### config.mk
export PLATFORM = sky130hd
export DESIGN_NAME = text_screen_buffer
export DESIGN_NICKNAME = d
export VERILOG_FILES = /design/src/rtl/text_pkg.sv /design/src/rtl/text_cell_ram.sv /design/src/rtl/text_screen_buffer.sv
export SDC_FILE = /design/constraint.sdc
export NUM_CORES = 2
export LEC_CHECK = 0
export CAP_MARGIN = 20
export CORE_UTILIZATION = 65
export DETAILED_ROUTE_END_ITERATION = 6
export PLACE_DENSITY = 0.84
export SYNTH_ARGS = -nofsm -noshare
export SYNTH_HDL_FRONTEND = slang
export SYNTH_SLANG_ARGS = --single-unit
### constraint.sdc
create_clock -name clk -period 14.8 [get_ports clk]
set_input_delay 1.48 -clock clk [delete_from_list [all_inputs] [get_ports clk]]
set_output_delay 1.48 -clock clk [all_outputs]
set_load 0.005 [all_outputs]
### src/rtl/text_pkg.sv
// Shared constants, control codes and controller state encoding for the text screen buffer.
package text_pkg;

  localparam int CHAR_W = 8;

  localparam int DEF_ROWS       = 7;
  localparam int DEF_COLS       = 20;
  localparam int DEF_NUM_GLYPHS = 130;
  localparam int DEF_BLINK_DIV  = 25000000;

  localparam logic [CHAR_W-1:0] DEF_BLANK_CHAR = 8'h20;
  localparam logic [CHAR_W-1:0] SUBST_CHAR     = 8'h3F;
  localparam logic [CHAR_W-1:0] CURSOR_CHAR    = 8'h5F;

  localparam logic [CHAR_W-1:0] CC_BS = 8'h08;
  localparam logic [CHAR_W-1:0] CC_LF = 8'h0A;
  localparam logic [CHAR_W-1:0] CC_FF = 8'h0C;
  localparam logic [CHAR_W-1:0] CC_CR = 8'h0D;

  typedef enum logic [1:0] {
    IDLE   = 2'd0,
    CLEAR  = 2'd1,
    SCROLL = 2'd2
  } state_t;

endpackage

### src/rtl/text_cell_ram.sv
// Glyph cell store: one synchronous write port, async display and scroll-source read ports.
// Reads return the pre-edge contents; out-of-array addresses read as zero.
module text_cell_ram
  import text_pkg::*;
#(
  parameter int DEPTH = DEF_ROWS * DEF_COLS,
  parameter int AW    = $clog2(DEPTH)
) (
  input  logic              clk,
  input  logic              we,
  input  logic [AW-1:0]     waddr,
  input  logic [CHAR_W-1:0] wdata,
  input  logic [AW-1:0]     disp_addr,
  output logic [CHAR_W-1:0] disp_data,
  input  logic [AW-1:0]     src_addr,
  output logic [CHAR_W-1:0] src_data
);

  logic [CHAR_W-1:0] mem [DEPTH];

  always_ff @(posedge clk) begin
    if (we) begin
      mem[waddr] <= wdata;
    end
  end

  assign disp_data = (int'(disp_addr) < DEPTH) ? mem[disp_addr] : '0;
  assign src_data  = (int'(src_addr) < DEPTH) ? mem[src_addr] : '0;

endmodule

### src/rtl/text_screen_buffer.sv
// Text cell grid with write cursor; bytes accepted only in IDLE, written cell readable one cycle later.
// CLEAR and SCROLL walk one cell per cycle with char_ready low; optional CURSOR_BLINK_EN overlays '_' at the cursor.
module text_screen_buffer
  import text_pkg::*;
#(
  parameter int          ROWS       = DEF_ROWS,
  parameter int          COLS       = DEF_COLS,
  parameter int          NUM_GLYPHS = DEF_NUM_GLYPHS,
  parameter logic [7:0]  BLANK_CHAR = DEF_BLANK_CHAR
`ifdef CURSOR_BLINK_EN
  , parameter int        BLINK_DIV  = DEF_BLINK_DIV
`endif
) (
  input  logic       clk,
  input  logic       reset,
  input  logic [7:0] char_in,
  input  logic       char_valid,
  output logic       char_ready,
  input  logic [3:0] rin,
  input  logic [5:0] cin,
  output logic [7:0] charout,
  output logic [3:0] cursor_row,
  output logic [5:0] cursor_col,
  output logic       busy
);

  localparam int CELLS = ROWS * COLS;
  localparam int IDX_W = $clog2(CELLS);

  localparam logic [IDX_W-1:0] LAST_IDX   = IDX_W'(CELLS - 1);
  localparam logic [IDX_W-1:0] SHIFT_END  = IDX_W'((ROWS - 1) * COLS);
  localparam logic [IDX_W-1:0] ROW_STRIDE = IDX_W'(COLS);
  localparam logic [3:0]       LAST_ROW   = 4'(ROWS - 1);
  localparam logic [5:0]       LAST_COL   = 6'(COLS - 1);

  function automatic logic [IDX_W-1:0] cell_addr(input logic [3:0] r, input logic [5:0] c);
    return IDX_W'(r) * ROW_STRIDE + IDX_W'(c);
  endfunction

  state_t           state, state_n;
  logic [IDX_W-1:0] idx, idx_n;
  logic [3:0]       row, row_n;
  logic [5:0]       col, col_n;

  logic             we;
  logic [IDX_W-1:0] waddr;
  logic [7:0]       wdata;
  logic [7:0]       disp_data;
  logic [7:0]       src_data;
  logic [7:0]       stored;
  logic             in_range;
  logic             accept;

  assign accept     = char_valid && (state == IDLE);
  assign char_ready = (state == IDLE);
  assign busy       = (state != IDLE);
  assign cursor_row = row;
  assign cursor_col = col;

  text_cell_ram #(
    .DEPTH (CELLS),
    .AW    (IDX_W)
  ) u_ram (
    .clk       (clk),
    .we        (we),
    .waddr     (waddr),
    .wdata     (wdata),
    .disp_addr (cell_addr(rin, cin)),
    .disp_data (disp_data),
    .src_addr  (idx + ROW_STRIDE),
    .src_data  (src_data)
  );

  always_ff @(posedge clk) begin
    if (reset) begin
      state <= CLEAR;
      idx   <= '0;
      row   <= '0;
      col   <= '0;
    end else begin
      state <= state_n;
      idx   <= idx_n;
      row   <= row_n;
      col   <= col_n;
    end
  end

  always_comb begin
    state_n = state;
    idx_n   = idx;
    row_n   = row;
    col_n   = col;
    we      = 1'b0;
    waddr   = idx;
    wdata   = BLANK_CHAR;
    case (state)
      CLEAR: begin
        we = 1'b1;
        if (idx == LAST_IDX) begin
          state_n = IDLE;
          idx_n   = '0;
          row_n   = '0;
          col_n   = '0;
        end else begin
          idx_n = idx + IDX_W'(1);
        end
      end
      SCROLL: begin
        // Rows 0..ROWS-2 copy from the row below; the last row is blanked.
        we    = 1'b1;
        wdata = (idx < SHIFT_END) ? src_data : BLANK_CHAR;
        if (idx == LAST_IDX) begin
          state_n = IDLE;
          idx_n   = '0;
          row_n   = LAST_ROW;
          col_n   = '0;
        end else begin
          idx_n = idx + IDX_W'(1);
        end
      end
      IDLE: begin
        if (accept) begin
          case (char_in)
            CC_FF: begin
              state_n = CLEAR;
              idx_n   = '0;
            end
            CC_LF, CC_CR: begin
              col_n = '0;
              if (row < LAST_ROW) begin
                row_n = row + 4'd1;
              end else begin
                state_n = SCROLL;
                idx_n   = '0;
              end
            end
            CC_BS: begin
              if (col != 6'd0) begin
                col_n = col - 6'd1;
                we    = 1'b1;
                waddr = cell_addr(row, col - 6'd1);
              end else if (row != 4'd0) begin
                row_n = row - 4'd1;
                col_n = LAST_COL;
                we    = 1'b1;
                waddr = cell_addr(row - 4'd1, LAST_COL);
              end
            end
            default: begin
              we    = 1'b1;
              waddr = cell_addr(row, col);
              wdata = (int'(char_in) < NUM_GLYPHS) ? char_in : SUBST_CHAR;
              if (col < LAST_COL) begin
                col_n = col + 6'd1;
              end else begin
                col_n = '0;
                if (row < LAST_ROW) begin
                  row_n = row + 4'd1;
                end else begin
                  state_n = SCROLL;
                  idx_n   = '0;
                end
              end
            end
          endcase
        end
      end
      default: begin
        state_n = CLEAR;
        idx_n   = '0;
      end
    endcase
  end

  assign in_range = (rin <= LAST_ROW) && (cin <= LAST_COL);
  assign stored   = in_range ? disp_data : BLANK_CHAR;

`ifdef CURSOR_BLINK_EN
  localparam int BW = (BLINK_DIV > 1) ? $clog2(BLINK_DIV) : 1;

  logic [BW-1:0] blink_cnt;
  logic          blink_phase;

  always_ff @(posedge clk) begin
    if (reset) begin
      blink_cnt   <= '0;
      blink_phase <= 1'b0;
    end else if (blink_cnt == BW'(BLINK_DIV - 1)) begin
      blink_cnt   <= '0;
      blink_phase <= ~blink_phase;
    end else begin
      blink_cnt <= blink_cnt + BW'(1);
    end
  end

  assign charout = ((state == IDLE) && blink_phase && (rin == row) && (cin == col)) ?
                   CURSOR_CHAR : stored;
`else
  assign charout = stored;
`endif

endmodule

==> impl_metrics.csv <==
group,metric,value,unit
clock_tree,cts_setup_buffers,0,
drt,drt-wirelength-per-cell,38.2,um
global_routing,first_global_vias,34751,
logic_synthesis,yosys-top-cells-count,"1120 x edfxtp_1, 504 x mux4_2, 249 x mux2i_1",
job,maxCapViolations,0,
setup_path,r2r-start,"idx[0]",
setup_path,reg2reg_depth,11,
drt,wl,169000,um
logic_synthesis,synth_edf_count,1120,
clock_tree,cts_tree,"yes",
drt,ant_nets,0,
logic_synthesis,syn_avg_cell_area,17.4,um^2
timing,fin_crit_sh,56.9,%
setup_path,worstPathArrival,6940,ps
cells_and_area,fillers,4895,
setup_path,r2r_end,"u_ram.mem[113][5]",
global_routing,antenna_found_initial,5,
setup_path,path_class,"in -> out",
timing,slew_violations,0,
logic_synthesis,yosys_warnings,0,
logic_synthesis,yosysSeqAreaShare,61.1,%
die,placementRows,107,
worst_hold_path,hp-class,"reg -> reg",
worst_hold_path,hold-path-endpoint,"idx[7]",
placed_design,gp_congestion,0.950,
clock_tree,tritoncts_num_sinks,1140,
logic_synthesis,yosysMostFrequentCell,"edfxtp_1",
outcome,violations,"design-rule violations",
power_and_ir_drop,power_leakage,18.7,nW
setup_path,reg2reg_setup_slack,8490,ps
drt,vias,35813,
global_routing,grt_util_all_layers,39.6,%
timing,setup_violations,0,
setup_path,cp_max_fo,48,
setup_path,end_kind,"primary output",
drt,dr.first_iter.drc_count,6478,
placed_design,dpl_cell_area,57100,um^2
power_and_ir_drop,vdd_drop_max,0.250,mV
timing,fmax,119,MHz
setup_path,worstSetupStartpointType,"input port",
die,core_area,85000,um^2
timing,fin_ws,6380,ps
logic_synthesis,synth_cell_types,87,
cells_and_area,multi_input_area,20700,um^2
timing,finClkSkew,40.1,ps
drt,drc_errors,1,
clock_tree,htreeDepth,3,
logic_synthesis,synth_top_cell_by_area,"edfxtp_1",
clock_tree,numCtsBuffers,112,
worst_hold_path,min_from,"idx[7]",
power_and_ir_drop,pwr_density_cell,145,nW/um^2
die,die_y,295,um
cells_and_area,syn_to_final_growth,8.97,%
timing,final_hold_viol_count,0,
cells_and_area,design_area,60700,um^2
die,io_pins,41,
worst_hold_path,whs_path_depth,2,
timing,slew_headroom,16.4,%
global_routing,grt_max_degree,121,
placed_design,portBuffers,40,
placed_design,dp_slack,6540,ps
placed_design,hpwl,104000,um
drt,via_per_inst,8.09,
logic_synthesis,netlist_area,55700,um^2
logic_synthesis,synthFlopType,"edfxtp_1",
global_routing,gr-total-overflow,0,
clock_tree,insertion_delay,720,ps
clock_tree,cts_buffer_depth,3,
cells_and_area,regArea,34000,um^2
outcome,outcome,"finished with violations",
drt,dr.pass1.iters,7,
clock_tree,holdBufCountCts,0,
timing,tns,0,ps
logic_synthesis,async_flop_share,0,%
logic_synthesis,yosys_register_bits,1140,
timing,period_needed,8420,ps
die,die_x,295,um
logic_synthesis,synth_top_area_share,60.4,%
logic_synthesis,synthCells,3210,
die,die_area,86900,um^2
cells_and_area,drive_gt1_share,23.7,%
timing,rsz0062_at_grt,"false",
setup_path,worst-endpoint-required,13320,ps
cells_and_area,nets,3254,
clock_tree,root_buffer,"clkbuf_16",
die,start_util,65.6,%
timing,worst_pin_slew,1250,ps
clock_tree,postCtsResizedCells,0,
global_routing,grt_first_pass_wirelength,243000,um
logic_synthesis,syn_nets,3271,
clock_tree,clkTransAtPathRegs,60,ps
logic_synthesis,synthTopCellsByArea,"edfxtp_1 60%, mux4_2 20%, mux2i_1 4.5%",
layout by cell type (no fill, tap or decap), types with 70 or more instances in the layout:
cell type  netlist  final
edfxtp_1      1120   1120
mux4_2         504    504
mux2i_1        249    249
nor2_1         185    184
a221oi_1       113    113
clkbuf_16        0    113
nand2_1        110    110
o21ai_0         94     94
nand3_1         74     74
a21oi_1         70     70
state kept, by name (all words and copies together), names as in the netlist:
register,cells
cursor_row,4
idx,8
cursor_col,6
u_ram.mem,1120
state,2
kinds of logic after synthesis:
logic type	Yosys count	share of synthesized area (%)
flip-flops	1140	61.1
adder cells (fa/ha/maj)	40	0.979
XOR/XNOR	28	0.440
AO/OA/AOI/OAI	473	6.07
AND/OR/NAND/NOR	508	4.43
multiplexers	760	25.0
buffers and inverters	261	2.03
power breakdown:
part / internal (mW) / leakage [nW] / switching, mW
combinational: 0.898 / 6.86 / 1.42
sequential: 3.64 / 10.1 / 0.0635
clock: 1.50 / 1.67 / 1.25
total: 6.05 / 18.7 / 2.74
cell type report:
| cell class | instances | share of cell area (%) |
|---|---|---|
| well taps | 1144 | 2.36 |
| clock inverters | 63 | 0.890 |
| clock buffers | 137 | 4.80 |
| inverters | 18 | 0.111 |
| diodes | 2 | 0.00824 |
| repair buffers | 112 | 1.76 |
| multi-input cells | 1809 | 34.0 |
| flip-flops and latches | 1140 | 56.1 |
worst max-delay path: stages:
cell	delay, ps
clkdlybuf4s50_1	510
ha_4	220
fa_4	1370
buf_4	800
nor2b_1	570
nand2_1	100
nand4_1	110
o21ai_0	110
a32o_1	270
o21ai_0	670
clkdlybuf4s50_1	660
layer usage:
layer	part of all wire (%)	up-vias	GRT usage [%]	routed length (um)
met5	0.010	-	0	17
met4	5.9	4	19.1	9900
met3	16	616	13.4	26900
met2	45	3568	58.4	76500
met1	33	18045	53.4	55600
li1	-	13580	-	-
worst max path at each step:
| stage | slack, ps | start | to | cells past startpoint |
|---|---|---|---|---|
| final | 6380 | rin[0] | charout[5] | 11 |
| after global routing | 6160 | rin[0] | charout[5] | 11 |
| after CTS | 6500 | rin[0] | charout[5] | 11 |
| after detailed placement | 6540 | rin[0] | charout[5] | 11 |
| after global placement | 6590 | rin[0] | charout[5] | 11 |
| after floorplan | 7310 | idx[2] | u_ram.mem[0][5] | 12 |
metrics by stage:
stage	std cells	util (%)	hold WS (ps)	total power [mW]
floorplan	3210	-	496	5.34
global placement	4207	67.2	575	5.93
detailed placement	4210	67.2	597	5.99
CTS	4410	71.3	618	8.69
global route	4423	71.4	655	8.96
finish	4425	71.4	621	8.79
No activity file was read; power rests on OpenSTA's default activity.
